[config.mk]
export PLATFORM = sky130hd
export DESIGN_NAME = bcd_countdown
export DESIGN_NICKNAME = d
export VERILOG_FILES = /design/src/rtl/bcd_countdown_pkg.sv /design/src/rtl/bcd_digit_dec.sv /design/src/rtl/bcd_countdown.sv
export SDC_FILE = /design/constraint.sdc
export NUM_CORES = 1
export LEC_CHECK = 0
export ABC_AREA = 0
export CAP_MARGIN = 40
export CORE_MARGIN = 8
export CORE_UTILIZATION = 46
export CTS_BUF_LIST = sky130_fd_sc_hd__clkbuf_16
export CTS_CLUSTER_SIZE = 8
export DETAILED_ROUTE_END_ITERATION = 8
export GPL_ROUTABILITY_DRIVEN = 0
export PLACE_DENSITY = 0.8
export SLEW_MARGIN = 20
export SYNTH_ARGS = -nofsm -noshare
export SYNTH_HDL_FRONTEND = slang
export SYNTH_HIERARCHICAL = 1
export SYNTH_SLANG_ARGS = --single-unit
[constraint.sdc]
create_clock -name clk -period 6.83 [get_ports clk]
set_input_delay 1.0245 -clock clk [delete_from_list [all_inputs] [get_ports clk]]
set_output_delay 1.0245 -clock clk [all_outputs]
set_load 0.02 [all_outputs]
[src/rtl/bcd_countdown_pkg.sv]
// Shared types and helpers for the loadable BCD down counter.
package bcd_countdown_pkg;

    typedef enum logic [1:0] {
        IDLE  = 2'd0,
        RUN   = 2'd1,
        PAUSE = 2'd2,
        DONE  = 2'd3
    } state_t;

    localparam logic [3:0] BCD_MAX = 4'd9;

    function automatic logic bcd_valid(input logic [3:0] digit);
        return digit <= BCD_MAX;
    endfunction

endpackage

[src/rtl/bcd_digit_dec.sv]
// Single BCD digit decrementer with borrow in/out; chained LSD first.
module bcd_digit_dec
    import bcd_countdown_pkg::*;
(
    input  logic [3:0] d,
    input  logic       borrow_in,
    output logic [3:0] d_next,
    output logic       borrow_out
);

    always_comb begin
        d_next     = d;
        borrow_out = 1'b0;
        if (borrow_in) begin
            if (d == 4'd0) begin
                d_next     = BCD_MAX;
                borrow_out = 1'b1;
            end else begin
                d_next = d - 4'd1;
            end
        end
    end

endmodule

[src/rtl/bcd_countdown.sv]
// Loadable, pausable multi-digit BCD down counter with prescaled tick and done pulse.
module bcd_countdown
    import bcd_countdown_pkg::*;
#(
    parameter int unsigned DIGITS   = 2,
    parameter int unsigned TICK_DIV = 1
) (
    input  logic                  clk,
    input  logic                  rst_n,
    input  logic                  load,
    input  logic [4*DIGITS-1:0]   load_val,
    input  logic                  start,
    input  logic                  pause,
    output logic [4*DIGITS-1:0]   q,
    output logic                  busy,
    output logic                  done,
    output logic                  load_err
);

    localparam int unsigned W  = 4 * DIGITS;
    localparam int unsigned PW = $clog2(TICK_DIV) + 1;

    state_t          state, state_nx;
    logic [W-1:0]    q_nx;
    logic [W-1:0]    q_dec;
    logic [PW-1:0]   presc, presc_nx;
    logic            busy_nx, done_nx, err_nx;
    logic            tick;
    logic            load_ok;
    logic [DIGITS:0] borrow;

    // Prescaler wrap while counting; pause level blocks it on the same edge.
    assign tick      = ((state == RUN) || (state == PAUSE)) && !pause
                       && (presc == PW'(TICK_DIV - 1));
    assign borrow[0] = tick;

    for (genvar g = 0; g < int'(DIGITS); g++) begin : g_dig
        bcd_digit_dec u_dig (
            .d          (q[4*g +: 4]),
            .borrow_in  (borrow[g]),
            .d_next     (q_dec[4*g +: 4]),
            .borrow_out (borrow[g+1])
        );
    end

    always_comb begin
        load_ok = 1'b1;
        for (int i = 0; i < int'(DIGITS); i++) begin
            if (!bcd_valid(load_val[4*i +: 4])) load_ok = 1'b0;
        end
    end

    // Next-state and next-output logic.
    always_comb begin
        state_nx = state;
        q_nx     = q;
        presc_nx = presc;
        done_nx  = 1'b0;
        err_nx   = 1'b0;
        case (state)
            IDLE, DONE: begin
                if (load) begin
                    if (load_ok) begin
                        q_nx     = load_val;
                        state_nx = IDLE;
                    end else begin
                        err_nx = 1'b1;
                    end
                end else if (start && (q != '0)) begin
                    state_nx = RUN;
                    presc_nx = '0;
                end
            end
            RUN, PAUSE: begin
                if (pause) begin
                    state_nx = PAUSE;
                end else begin
                    state_nx = RUN;
                    if (tick) begin
                        presc_nx = '0;
                        // A borrow out of the top digit would mean underflow; hold at zero.
                        if (!borrow[DIGITS]) begin
                            q_nx = q_dec;
                            if (q_dec == '0) begin
                                state_nx = DONE;
                                done_nx  = 1'b1;
                            end
                        end
                    end else begin
                        presc_nx = presc + PW'(1);
                    end
                end
            end
            default: state_nx = IDLE;
        endcase
        busy_nx = (state_nx == RUN) || (state_nx == PAUSE);
    end

    always_ff @(posedge clk or negedge rst_n) begin
        if (!rst_n) begin
            state    <= IDLE;
            q        <= '0;
            presc    <= '0;
            busy     <= 1'b0;
            done     <= 1'b0;
            load_err <= 1'b0;
        end else begin
            state    <= state_nx;
            q        <= q_nx;
            presc    <= presc_nx;
            busy     <= busy_nx;
            done     <= done_nx;
            load_err <= err_nx;
        end
    end

endmodule

## Word level (Yosys, flattened, before mapping)

Cells that the tools add are included.

- Register bits after elaboration: 14
- Output and inout bits: 11
- Word-level logic and storage cells: 76

- $add $sub $neg: 3
- Magnitude comparators: 2
- Equal/unequal tests: 12
- Muxes and demuxes: 37
- Bitwise gates (word level): 1
- Reductions and logical operators: 15

Operators with widths:

| kind | number |
|---|---|
| $mux 8 | 5 |
| $mux 1 | 18 |
| $mux 4 | 4 |
| $pmux 8 s2 | 1 |
| $mux 2 | 7 |
| $ne 2x2->1 const B | 6 |
| $le 4x4->1 const B | 2 |
| $logic_not 4->1 | 2 |
| $logic_not 8->1 | 1 |
| $reduce_bool 8->1 | 1 |
| $sub 4x1->4 const B | 2 |
| $eq 2x2->1 const B | 3 |
| $reduce_and 5->1 | 1 |
| $eq 2x1->1 const B | 2 |
| $pmux 2 s2 | 1 |
| $reduce_or 2->1 | 2 |
| $logic_and 1x1->1 | 3 |
| $reduce_and 3->1 | 1 |
| $logic_not 2->1 | 1 |
| $logic_or 1x1->1 | 2 |
| $ne 2x1->1 const B | 1 |
| $pmux 1 s2 | 1 |
| $add 1x1->1 const B | 1 |
| $logic_not 1->1 | 1 |
| $not 1->1 | 1 |

## Logic depth before layout (Yosys ltp)

- Depth after elaboration: 14
- Mapped depth: 13
- Gate-level depth less buffers: 11

## Modules after synthesis

Netlist, hierarchy kept.

By module, submodules not included:

| module | times used | cells each | area an instance (um^2) | seq. area each (um^2) |
|---|---|---|---|---|
| bcd_countdown | 1 | 80 | 817.0 | 350.3 |
| bcd_digit_dec | 2 | 11 | 78.8 | 0.0 |

## Worst setup path before layout

OpenSTA, ideal clock, no wires.

- Path kind: input -> register
- From: input pause
- To: register state[1]
- Library setup time: 0.126 ns
- Arrival time: 3.292 ns
- Required time: 6.704 ns
- Setup slack: 3.412 ns
- Stages: 10
- Buffers on the path: 0
- Cells stage by stage: nor3_1 nand2b_4 nor4_1 nand2b_4 or4b_1 nand2_1 nor4_1 a31oi_1 nor3b_1 a311o_1

- Word-level cells in the longest chain between the ends: 11

RTL lines:

| what | line | text |
|---|---|---|
| start, declared | bcd_countdown.sv:13 | `input logic pause,` |
| $logic_not 1->1 | bcd_countdown.sv:33 | `assign tick = ((state == RUN) \|\| (state == PAUSE)) && !pause` |
| $logic_and 1x1->1 | bcd_countdown.sv:33 |  |
| $logic_and 1x1->1 | bcd_countdown.sv:34 | `&& (presc == PW'(TICK_DIV - 1));` |
| $mux 1 | bcd_digit_dec.sv:14 | `if (borrow_in) begin` |
| via borrow[1] | bcd_countdown.sv:30 | `logic [DIGITS:0] borrow;` |
| $mux 4 | bcd_digit_dec.sv:14 |  |
| via q_dec[6] | bcd_countdown.sv:25 | `logic [W-1:0] q_dec;` |
| $logic_not 8->1 | bcd_countdown.sv:84 | `if (q_dec == '0) begin` |
| $mux 2 | bcd_countdown.sv:84 |  |
| $mux 2 | bcd_countdown.sv:82 | `if (!borrow[DIGITS]) begin` |
| $mux 2 | bcd_countdown.sv:79 | `if (tick) begin` |
| $mux 2 | bcd_countdown.sv:75 | `if (pause) begin` |
| $pmux 2 s2 | bcd_countdown.sv:60 | `case (state)` |
| via state_nx[1] | bcd_countdown.sv:23 | `state_t state, state_nx;` |
| end signal, assigned | bcd_countdown.sv:108 | `state <= state_nx;` |
| end, declared | bcd_countdown.sv:23 |  |

The timed path passes the listed nets, and every way through them passes these cells.
A chain may end at the register's enable or synchronous reset.

## Worst setup path in the final report

- From: input pause
- To: register state[1]

- Word-level cells in the longest chain between the ends: 11

RTL lines:

| what | line |
|---|---|
| $logic_not 1->1 | bcd_countdown.sv:33 |
| $logic_and 1x1->1 | bcd_countdown.sv:33 |
| $logic_and 1x1->1 | bcd_countdown.sv:34 |
| via borrow[0] | bcd_countdown.sv:30 |
| $mux 1 | bcd_digit_dec.sv:14 |
| via borrow[1] | bcd_countdown.sv:30 |
| $mux 4 | bcd_digit_dec.sv:14 |
| via q_dec[6] | bcd_countdown.sv:25 |
| $logic_not 8->1 | bcd_countdown.sv:84 |
| $mux 2 | bcd_countdown.sv:84 |
| $mux 2 | bcd_countdown.sv:82 |
| $mux 2 | bcd_countdown.sv:79 |
| $mux 2 | bcd_countdown.sv:75 |
| $pmux 2 s2 | bcd_countdown.sv:60 |
| via state_nx[1] | bcd_countdown.sv:23 |

The timed path passes the listed nets, and every way through them passes these cells.

==> results.json <==
{
  "crit_fanout": 7,
  "viasPerCell": 5.56,
  "h-tree-depth": 1,
  "synth_common_cells": "nand2_1, dfrtp_1, mux2_4",
  "clkTransAtPathRegs_ns": 0.05,
  "finalHoldViolCount": 0,
  "synthMostInstantiatedCell": "nand2_1",
  "synth_top_cell_by_area": "dfrtp_1",
  "vias": 845,
  "wl_per_cell_um": 14.8,
  "clock_latency_ns": 0.24,
  "hold_buffers": 0,
  "cp.required_ns": 6.95,
  "antenna_found_initial": 0,
  "tns_ns": 0,
  "synthArstFlopShare": 1.00,
  "post_cts_resized": 0,
  "post_route_cells_drive_above_1_share": 0.144,
  "cts.sinks": 14,
  "setup_ws_ns": 2.73,
  "rsz0062_at_grt": "false",
  "cts_tree": "done",
  "synthTopCellsByArea": "dfrtp_1, mux2_4, nand2_1",
  "p_per_area_nw_per_um2": 536,
  "dp_hpwl_mm": 1.72,
  "pwr-share-seq": 0.267,
  "finalSetupViolations": 0,
  "placed_cells": 148,
  "synth-compound-area-share": 0.100,
  "drc": 0,
  "dr.pass1.iters": 4,
  "max_slew_margin": 0.528,
  "num_io_pins": 24,
  "dieArea_um2": 3850,
  "period_needed_ns": 4.10,
  "p_switching_uw": 285,
  "die_w_um": 62.0,
  "grt_pass1_wl_mm": 3.73,
  "seq_area_frac_synth": 0.359,
  "synth.top_cell.area_share": 0.359,
  "synth_ff_type": "dfrtp_1",
  "postCtsSetupBuffers": 0,
  "ant_nets": 0,
  "status": "finished, final reports clean",
  "p_int_uw": 402,
  "final_cells": 152,
  "areaGrowthSynthToFinish_pct": 31.6,
  "finalCritPeriodShare": 0.601,
  "start_kind": "primary input",
  "cap_violations": 0,
  "synth.avg_cell_area_um2": 9.56,
  "synthMuxAreaShare": 0.155,
  "synth-xor-area-share": 0.0732,
  "num-nets-final": 139,
  "clock_skew_ns": 0.00498,
  "critPathSlowestCell": "nor4_1",
  "worst_slew_pin_slew_ns": 0.701,
  "pre_cts_slack_ns": 2.57,
  "max_freq_ghz": 0.244,
  "pwr-share-clk": 0.158,
  "synth_adder_area_share": 0,
  "p_leak_uw": 0.000585,
  "grt_use_total": 0.133,
  "grt_pass1_vias": 819,
  "total_power_uw": 687,
  "fill_cells": 152,
  "synth_nets": 115,
  "clk_path_buf_depth": 2,
  "grt_max_degree": 17,
  "slew_violations": 0,
  "synthCells": 102,
  "dr.first_iter.drc_count": 23,
  "cp.arrival_ns": 4.22,
  "numCtsBuffers": 3,
  "crit_chain": "clkdlybuf4s50_1 > nor3_1 > nand2b_4 > nor4_1 > nand2b_4 > or4b_1 > nand2_1 > nor4_1 > a31oi_1 > nor3b_1 > a311o_1",
  "worstSetupPathType": "primary input to flop",
  "synth_cell_types": 27,
  "peakVddDrop_mv": 0.341,
  "core_um2": 1980,
  "cts-root-buf": "clkbuf_16",
  "synth_top_family_by_area": "simple AND/OR/NAND/NOR gates",
  "synth-edff-count": 0,
  "netSwitchingFraction": 0.415,
  "drt-total-wl_mm": 2.24,
  "power_frac_comb": 0.575,
  "cpPeakStageDelay_ns": 0.55,
  "die_y_um": 62.0,
  "synthesis.area_um2": 975,
  "ys_warn_count": 6,
  "gr-total-overflow": 0,
  "antenna_cells": 0,
  "whs_ns": 0.582,
  "synth_simple_gate_area_share": 0.272,
  "row_count": 16,
  "io_buffers": 23,
  "hold_path.class": "flop to flop",
  "start_util": 0.492,
  "ys_ff_latch": 14,
  "endpoint_kind": "flop"
}
power by group through the flow:
stage	Clock (µW)	Sequential [µW]	Combinational, µW
floorplan	0	197	280
global placement	0	181	390
detailed placement	0	183	394
CTS	111	183	398
global route	116	192	429
finish	109	184	395
flip-flops by register name, indices dropped and copies added, names as in the netlist:
signal	cells
presc	1
load_err	1
state	2
done	1
busy	1
q	8
cell usage in the layout, fill, tap and decap left out:
| master | instances |
|---|---|
| nor4_2 | 1 |
| o21ai_0 | 5 |
| nor2_1 | 4 |
| nand2b_4 | 2 |
| clkinv_1 | 1 |
| a21oi_1 | 3 |
| nor3b_1 | 2 |
| a31oi_1 | 1 |
| a21o_2 | 2 |
| a211o_1 | 1 |
| mux2i_1 | 2 |
| a311o_1 | 1 |
| inv_1 | 1 |
| or4b_1 | 2 |
| dfrtp_1 | 14 |
| xnor2_4 | 1 |
| a21o_1 | 1 |
| nor3_1 | 6 |
| and3_1 | 1 |
| mux2_2 | 1 |
| mux2_4 | 8 |
| xor2_1 | 5 |
| clkdlybuf4s50_1 | 23 |
| a211oi_1 | 1 |
| nor4_1 | 6 |
| clkbuf_16 | 3 |
| nand2_1 | 27 |
per-stage QoR:
stage	instance area (µm²)	utilization
final	1280	0.647
after global routing	1280	0.647
after CTS	1280	0.647
after detailed placement	1200	0.607
after global placement	1200	0.607
after floorplan	975	-
layout make-up:
type                    count  area, µm²  area share
multi-input cells          83        586       0.457
flip-flops and latches     14        350       0.273
repair buffers             23        230       0.180
clock buffers               3       75.1      0.0585
well taps                  27       33.8      0.0263
clock inverters             1       3.75     0.00293
inverters                   1       3.75     0.00293
worst max-delay path, delay by kind of cell:
| kind | cells | cell delay, ns |
|---|---|---|
| buffers and inverters | 1 | 0.53 |
| AND/OR/NAND/NOR | 8 | 2.00 |
| AO/OA/AOI/OAI | 2 | 0.64 |
layer usage:
layer	vias to the layer above	share of wire	track usage
li1	412	-	-
met2	28	0.50	0.223
met1	397	0.41	0.142
met5	-	0	0
met4	0	0.028	0.0747
met3	8	0.060	0.0453
cells by family after synthesis:
kind of cell	count (synthesis)
AOI/OAI and AO/OA	15
xor gates and xnor gates	6
buffers and inverters	5
DFF	14
muxes	11
and+or+nand+nor	51
path summary, 6_finish.rpt:
path / from / to / slack (ns) / depth (start not counted)
max: pause / state[1]$_DFF_PN0_ / 2.73 / 11
min: presc$_DFFE_PN0P_ / presc$_DFFE_PN0P_ / 0.58 / 2
max reg2reg: state[0]$_DFF_PN0_ / state[1]$_DFF_PN0_ / 3.31 / 11
min reg2reg: presc$_DFFE_PN0P_ / presc$_DFFE_PN0P_ / 0.58 / 2
max in group asynchronous: rst_n / q[4]$_DFFE_PN0P_ / 5.23 / 1
min in group asynchronous: rst_n / load_err$_DFF_PN0_ / 1.18 / 1
(Power assumes the default switching activity.)
